`src/rtl/imem_port_arbiter.sv`:
```
// imem_port_arbiter: shares the byte-wide instruction memory port between the
// CPU fetch path (32-bit little-endian reads) and the program loader (32-bit
// writes). Each word is serialised into four byte accesses on consecutive
// addresses.
// Optional feature: define IMEM_ARB_RR_EN for round-robin arbitration;
// otherwise the loader has fixed priority over fetch.
module imem_port_arbiter #(
  parameter int ADDR_W    = 64,
  parameter int MEM_BYTES = 512
) (
  input  logic              clk,
  input  logic              rst,
  input  logic              fetch_req,
  input  logic [ADDR_W-1:0] fetch_addr,
  output logic              fetch_ready,
  output logic              fetch_valid,
  output logic [31:0]       fetch_data,
  output logic              fetch_err,
  input  logic              load_req,
  input  logic [ADDR_W-1:0] load_addr,
  input  logic [31:0]       load_data,
  output logic              load_ready,
  output logic              load_done,
  output logic              load_err,
  output logic [ADDR_W-1:0] mem_addr,
  output logic              mem_we,
  output logic [7:0]        mem_wdata,
  input  logic [7:0]        mem_rdata
);

  typedef enum logic [1:0] {IDLE, RD, WR, RESP} state_t;

  localparam logic [ADDR_W-1:0] MAX_BASE = ADDR_W'(MEM_BYTES - 4);

  state_t            state, state_nx;
  logic [1:0]        cnt;
  logic [ADDR_W-1:0] base;
  logic [31:0]       wbuf;
  logic [23:0]       rbuf;
  logic              is_load;
  logic              err;

  logic              grant_load, grant_fetch, accept, addr_bad;
  logic [ADDR_W-1:0] acc_addr;

`ifdef IMEM_ARB_RR_EN
  logic last_load;

  // Remember which requester won the most recent accept (errors included).
  always_ff @(posedge clk) begin
    if (rst)
      last_load <= 1'b0;
    else if (accept)
      last_load <= grant_load;
  end
`endif

  // Grant decision and range check; only meaningful while idle.
  always_comb begin
    grant_load  = 1'b0;
    grant_fetch = 1'b0;
    if (state == IDLE) begin
`ifdef IMEM_ARB_RR_EN
      if (load_req && fetch_req) begin
        grant_load  = !last_load;
        grant_fetch = last_load;
      end else begin
        grant_load  = load_req;
        grant_fetch = fetch_req;
      end
`else
      grant_load  = load_req;
      grant_fetch = fetch_req && !load_req;
`endif
    end
    accept   = grant_load || grant_fetch;
    acc_addr = grant_load ? load_addr : fetch_addr;
    addr_bad = acc_addr > MAX_BASE;
  end

  // State register.
  always_ff @(posedge clk) begin
    if (rst)
      state <= IDLE;
    else
      state <= state_nx;
  end

  // Next-state logic and all outputs, decoded from registered state only
  // (grants excepted, which are request handshakes, not memory signals).
  always_comb begin
    state_nx    = state;
    fetch_ready = grant_fetch;
    load_ready  = grant_load;
    fetch_valid = 1'b0;
    fetch_err   = 1'b0;
    load_done   = 1'b0;
    load_err    = 1'b0;
    mem_addr    = '0;
    mem_we      = 1'b0;
    mem_wdata   = '0;
    case (state)
      IDLE: begin
        if (accept)
          state_nx = addr_bad ? RESP : (grant_load ? WR : RD);
      end
      RD: begin
        mem_addr = base + ADDR_W'(cnt);
        if (cnt == 2'd3)
          state_nx = RESP;
      end
      WR: begin
        mem_addr  = base + ADDR_W'(cnt);
        mem_we    = 1'b1;
        mem_wdata = wbuf[{cnt, 3'b000} +: 8];
        if (cnt == 2'd3)
          state_nx = RESP;
      end
      RESP: begin
        fetch_valid = !is_load;
        fetch_err   = !is_load && err;
        load_done   = is_load;
        load_err    = is_load && err;
        state_nx    = IDLE;
      end
      default: state_nx = IDLE;
    endcase
  end

  // Transaction latches, byte counter and read-word assembly.
  always_ff @(posedge clk) begin
    if (rst) begin
      cnt        <= '0;
      base       <= '0;
      wbuf       <= '0;
      rbuf       <= '0;
      is_load    <= 1'b0;
      err        <= 1'b0;
      fetch_data <= '0;
    end else begin
      case (state)
        IDLE: begin
          cnt <= '0;
          if (accept) begin
            base    <= acc_addr;
            wbuf    <= load_data;
            is_load <= grant_load;
            err     <= addr_bad;
            if (grant_fetch && addr_bad)
              fetch_data <= '0;
          end
        end
        RD: begin
          cnt <= cnt + 2'd1;
          // Bytes gather in rbuf so fetch_data only changes when the word completes.
          case (cnt)
            2'd0:    rbuf[7:0]   <= mem_rdata;
            2'd1:    rbuf[15:8]  <= mem_rdata;
            2'd2:    rbuf[23:16] <= mem_rdata;
            default: fetch_data  <= {mem_rdata, rbuf};
          endcase
        end
        WR: cnt <= cnt + 2'd1;
        default: cnt <= '0;
      endcase
    end
  end

endmodule

```
`config.mk`:
```
export PLATFORM = sky130hd
export DESIGN_NAME = imem_port_arbiter
export DESIGN_NICKNAME = d
export VERILOG_FILES = /design/src/rtl/imem_port_arbiter.sv
export SDC_FILE = /design/constraint.sdc
export NUM_CORES = 1
export LEC_CHECK = 0
export ABC_CLOCK_PERIOD_IN_PS = 4000
export CAP_MARGIN = 20
export CORE_MARGIN = 1.5
export CORE_UTILIZATION = 47
export CTS_CLUSTER_SIZE = 40
export DETAILED_ROUTE_END_ITERATION = 10
export GPL_TIMING_DRIVEN = 0
export PLACE_DENSITY = 0.82
export SLEW_MARGIN = 20
export SYNTH_ARGS = -nofsm -noshare
export SYNTH_HDL_FRONTEND = slang
export SYNTH_SLANG_ARGS = --single-unit
```
`constraint.sdc`:
```
create_clock -name clk -period 4 [get_ports clk]
set_clock_uncertainty 0.05 [all_clocks]
set_input_delay 1.2 -clock clk [delete_from_list [all_inputs] [get_ports clk]]
set_output_delay 1.2 -clock clk [all_outputs]
set_load 0.05 [all_outputs]
```
==> flow_summary.toml, run 1 <==
[critical_path]
critPathMaxFanout = 6
critPathMaxStageDelay_ps = 610
crit_type = "reg -> out"
path_cells = "nand3_2, nor4_4, nand4_4, or4_4, buf_4, nor3_4, mux2i_2, buf_6"
cp-start-kind = "register"
setup.worst_path.end_class = "output port"
cp.arrival_ps = 2970
worstPathRequired_ps = 2750
r2r_slack_ps = 750
critical-path-top-delay-family = "simple AND/OR/NAND/NOR gates"
critPathBufInv = 2
cpMaxStageDelayCell = "or4_4"

[logic_synthesis]
synth-warning-count = 0
synth_top_cell_area_share = 0.374
synth_cell_types = 54
synth_top_family_by_area = "simple AND/OR/NAND/NOR gates"
synth_area_leaders = "dfxtp_1 37%, nand2_1 11%, a311oi_1 6.6%"
synthXorXnorAreaFrac = 0.0435
yosysSeqAreaShare = 0.374
yosys_most_used_dff = "dfxtp_1"
synth-edff-count = 0
yosys.area.top_type = "dfxtp_1"
synth-compound-area-share = 0.178
syn_nets = 1262
synthSimpleGateAreaFrac = 0.314
yosys.area_share.adder = 0.0186
synthMuxAreaShare = 0.0260
syn_avg_cell_area_sq_um = 7.85
synth_cells = 1078
synth-async-reset-ratio = 0
syn_area_sq_um = 8460
ys_ff_latch = 158

[route]
drt-wirelength-per-cell_um = 22.0
viasPerCell = 6.30
remaining_drc_errors = 0
routed_wl_um = 36300
vias = 10397
drtPass1Iterations = 6
initialDrtViolationCount = 1233
drtAntennaViolNets = 0

[timing]
worstMarginPinSlew_ps = 760
relSlewSlack = 0.489
max_freq_mhz = 237
post-route-period-util = 1.05
setup-tns-final_ps = -1550
setup_slack_ps = -219
rsz0062_at_grt = "true"
fin_hold_ws_ps = 407
hold_viol_final = 0
fin_crit_ps = 4220
finalMaxSlewViolations = 0
finalSetupViolations = 15

[finish]
final_cell_mix = "240 x nand2_1, 215 x clkdlybuf4s50_1, 131 x dfxtp_1"
layout_commonest_cell = "nand2_1"
drive_gt1_frac = 0.169
seqCellArea_sq_um = 3220
nNetsFinal = 1597
n_fill_cell = 1302
multi_input_area_sq_um = 5380
final_cells = 1651
syn_to_final_growth_pct = 53.4

[placed_design]
routabilityCongestion = 1.01
numPortBuffers = 281
dp_slack_ps = -1490
post-place-cells = 1584
place_hpwl_um = 26400

[power_and_ir_drop]
p_leak_nw = 4.99
switching_power_mw = 3.37
seqPwrFrac = 0.307
ir_drop_v = 0.000485
clkPwrFrac = 0.223
finalPower_mw = 7.45
power.internal_mw = 4.08
power_density_nw_per_um2 = 574
p_comb_frac = 0.469
sw_frac_of_total = 0.452

[clock_tree]
clock_latency_ps = 430
cts_buffers = 17
cts_tree = "built"
clkSinkCount = 158
root_buffer = "clkbuf_16"
cts.path.max_buffers = 2
htree_levels = 4
cts.clk_slew.worst_paths_ps = 60

[floorplanning]
start_util = 0.486
dieArea_sq_um = 18800
dieHeight_um = 137
ios = 283
die_width_um = 137
core_area_sq_um = 17400
rows = 48

[job]
maxCapViolCount = 0

[grt]
met3_usage = 0.0828
globalRouteMet2Util = 0.580
grt_use_total = 0.374
grt_antenna_before_repair = 0
grt_max_degree = 17
met1_usage = 0.486
grt_pass1_wl_um = 53100
grt_overflow_total = 0
busiest_layer = "met2"
grt_pass1_vias = 9607

[outcome]
violations = "negative setup slack"
status = "finished with violations"

[worst_hold_path]
hp-class = "reg -> reg"
metal layers:
metal  vias up  share of wire
li1       4564              -
met1      4865           0.38
met2       792           0.44
met3       176           0.12
met4         0          0.062
met5         -              0
what timing repair did:
item / CTS / global route
gates cloned: 2 / 1
resized for setup: 369 / 135
endpoints found under the setup margin: 104 / 60
hold buffers: 0 / 0
pin swaps: 17 / 24
buffers inserted: 22 / 11
sequential cells by signal (all words and copies together), names as in the netlist:
name,cells
cnt,2
state,2
base,64
rbuf,24
wbuf,32
is_load,1
err,1
fetch_data,32
cells in the mapped netlist (all sizes together) (7+ instances only):
cell	count
nand2	243
dfxtp	158
nor2	84
clkbuf	69
a311oi	64
a21oi	60
nand3	59
and2	51
a32o	33
nor4	32
nand4	29
xnor2	28
inv	15
xor2	14
buf	13
ha	11
and3	10
nor3	10
o21ai	10
nand2b	9
a21boi	8
and4	8
mux4	8
or3	8
nor2b	7
worst register-to-register path, delay by kind of cell (launching register included):
family          cells  cell delay, ps
compound gates      3             920
fa+ha+maj           1             180
buf+inv             4             800
flops               1             350
simple gates        3             850
stage by stage:
step	area [sq um]	utilization
final	13000	0.745
after global routing	13000	0.745
after CTS	12700	0.726
after detailed placement	11600	0.667
after global placement	11600	0.667
after floorplan	8520	-
path summary, 6_finish.rpt:
check	from	cells past startpoint	to
hold / removal	wbuf[23]	2	wbuf[23]
setup reg to reg	state[0]	11	fetch_data[18]
hold reg to reg	wbuf[23]	2	wbuf[23]
setup / recovery	base[24]	8	mem_addr[63]
layout make-up:
cell class,instances,area share
diodes,2,0.000386
plain buffers,81,0.0291
clock buffers,17,0.0328
clock inverters,13,0.0129
inverters,16,0.00482
multi-input cells,823,0.414
flip-flops and latches,158,0.248
well taps,225,0.0217
repair buffers,316,0.236
cells by family (layout without fill, tap and decap cells):
kind of cell | after synthesis | count (layout)
AO/OA/AOI/OAI | 200 | 200
buffers and inverters | 98 | 443
XOR/XNOR | 42 | 42
other | 0 | 2
adder cells (fa/ha/maj) | 12 | 12
multiplexers | 12 | 12
AND/OR/NAND/NOR | 556 | 557
flip-flops | 158 | 158
power by group through the flow:
stage | Sequential (mW) | Clock (mW) | Combinational, mW
3_3_place_gp | 2.24 | 0 | 3.17
5_1_grt | 2.33 | 1.73 | 3.68
3_5_place_dp | 2.25 | 0 | 3.22
2_1_floorplan | 2.15 | 0 | 2.10
4_1_cts | 2.25 | 1.65 | 3.28
6_report | 2.29 | 1.66 | 3.50
(Power assumes the default switching activity.)
==> inputs of run 2 (changes only) <==
CAP_MARGIN = unset   (was 20)
==> results of run 2 <==
The final DEF is identical to that of run 1; final timing and power are the same.
==> inputs of run 3 (changes only) <==
HOLD_SLACK_MARGIN = 0.06   (was unset)
==> results of run 3 <==
The final DEF is identical to that of run 1; final timing and power are the same.
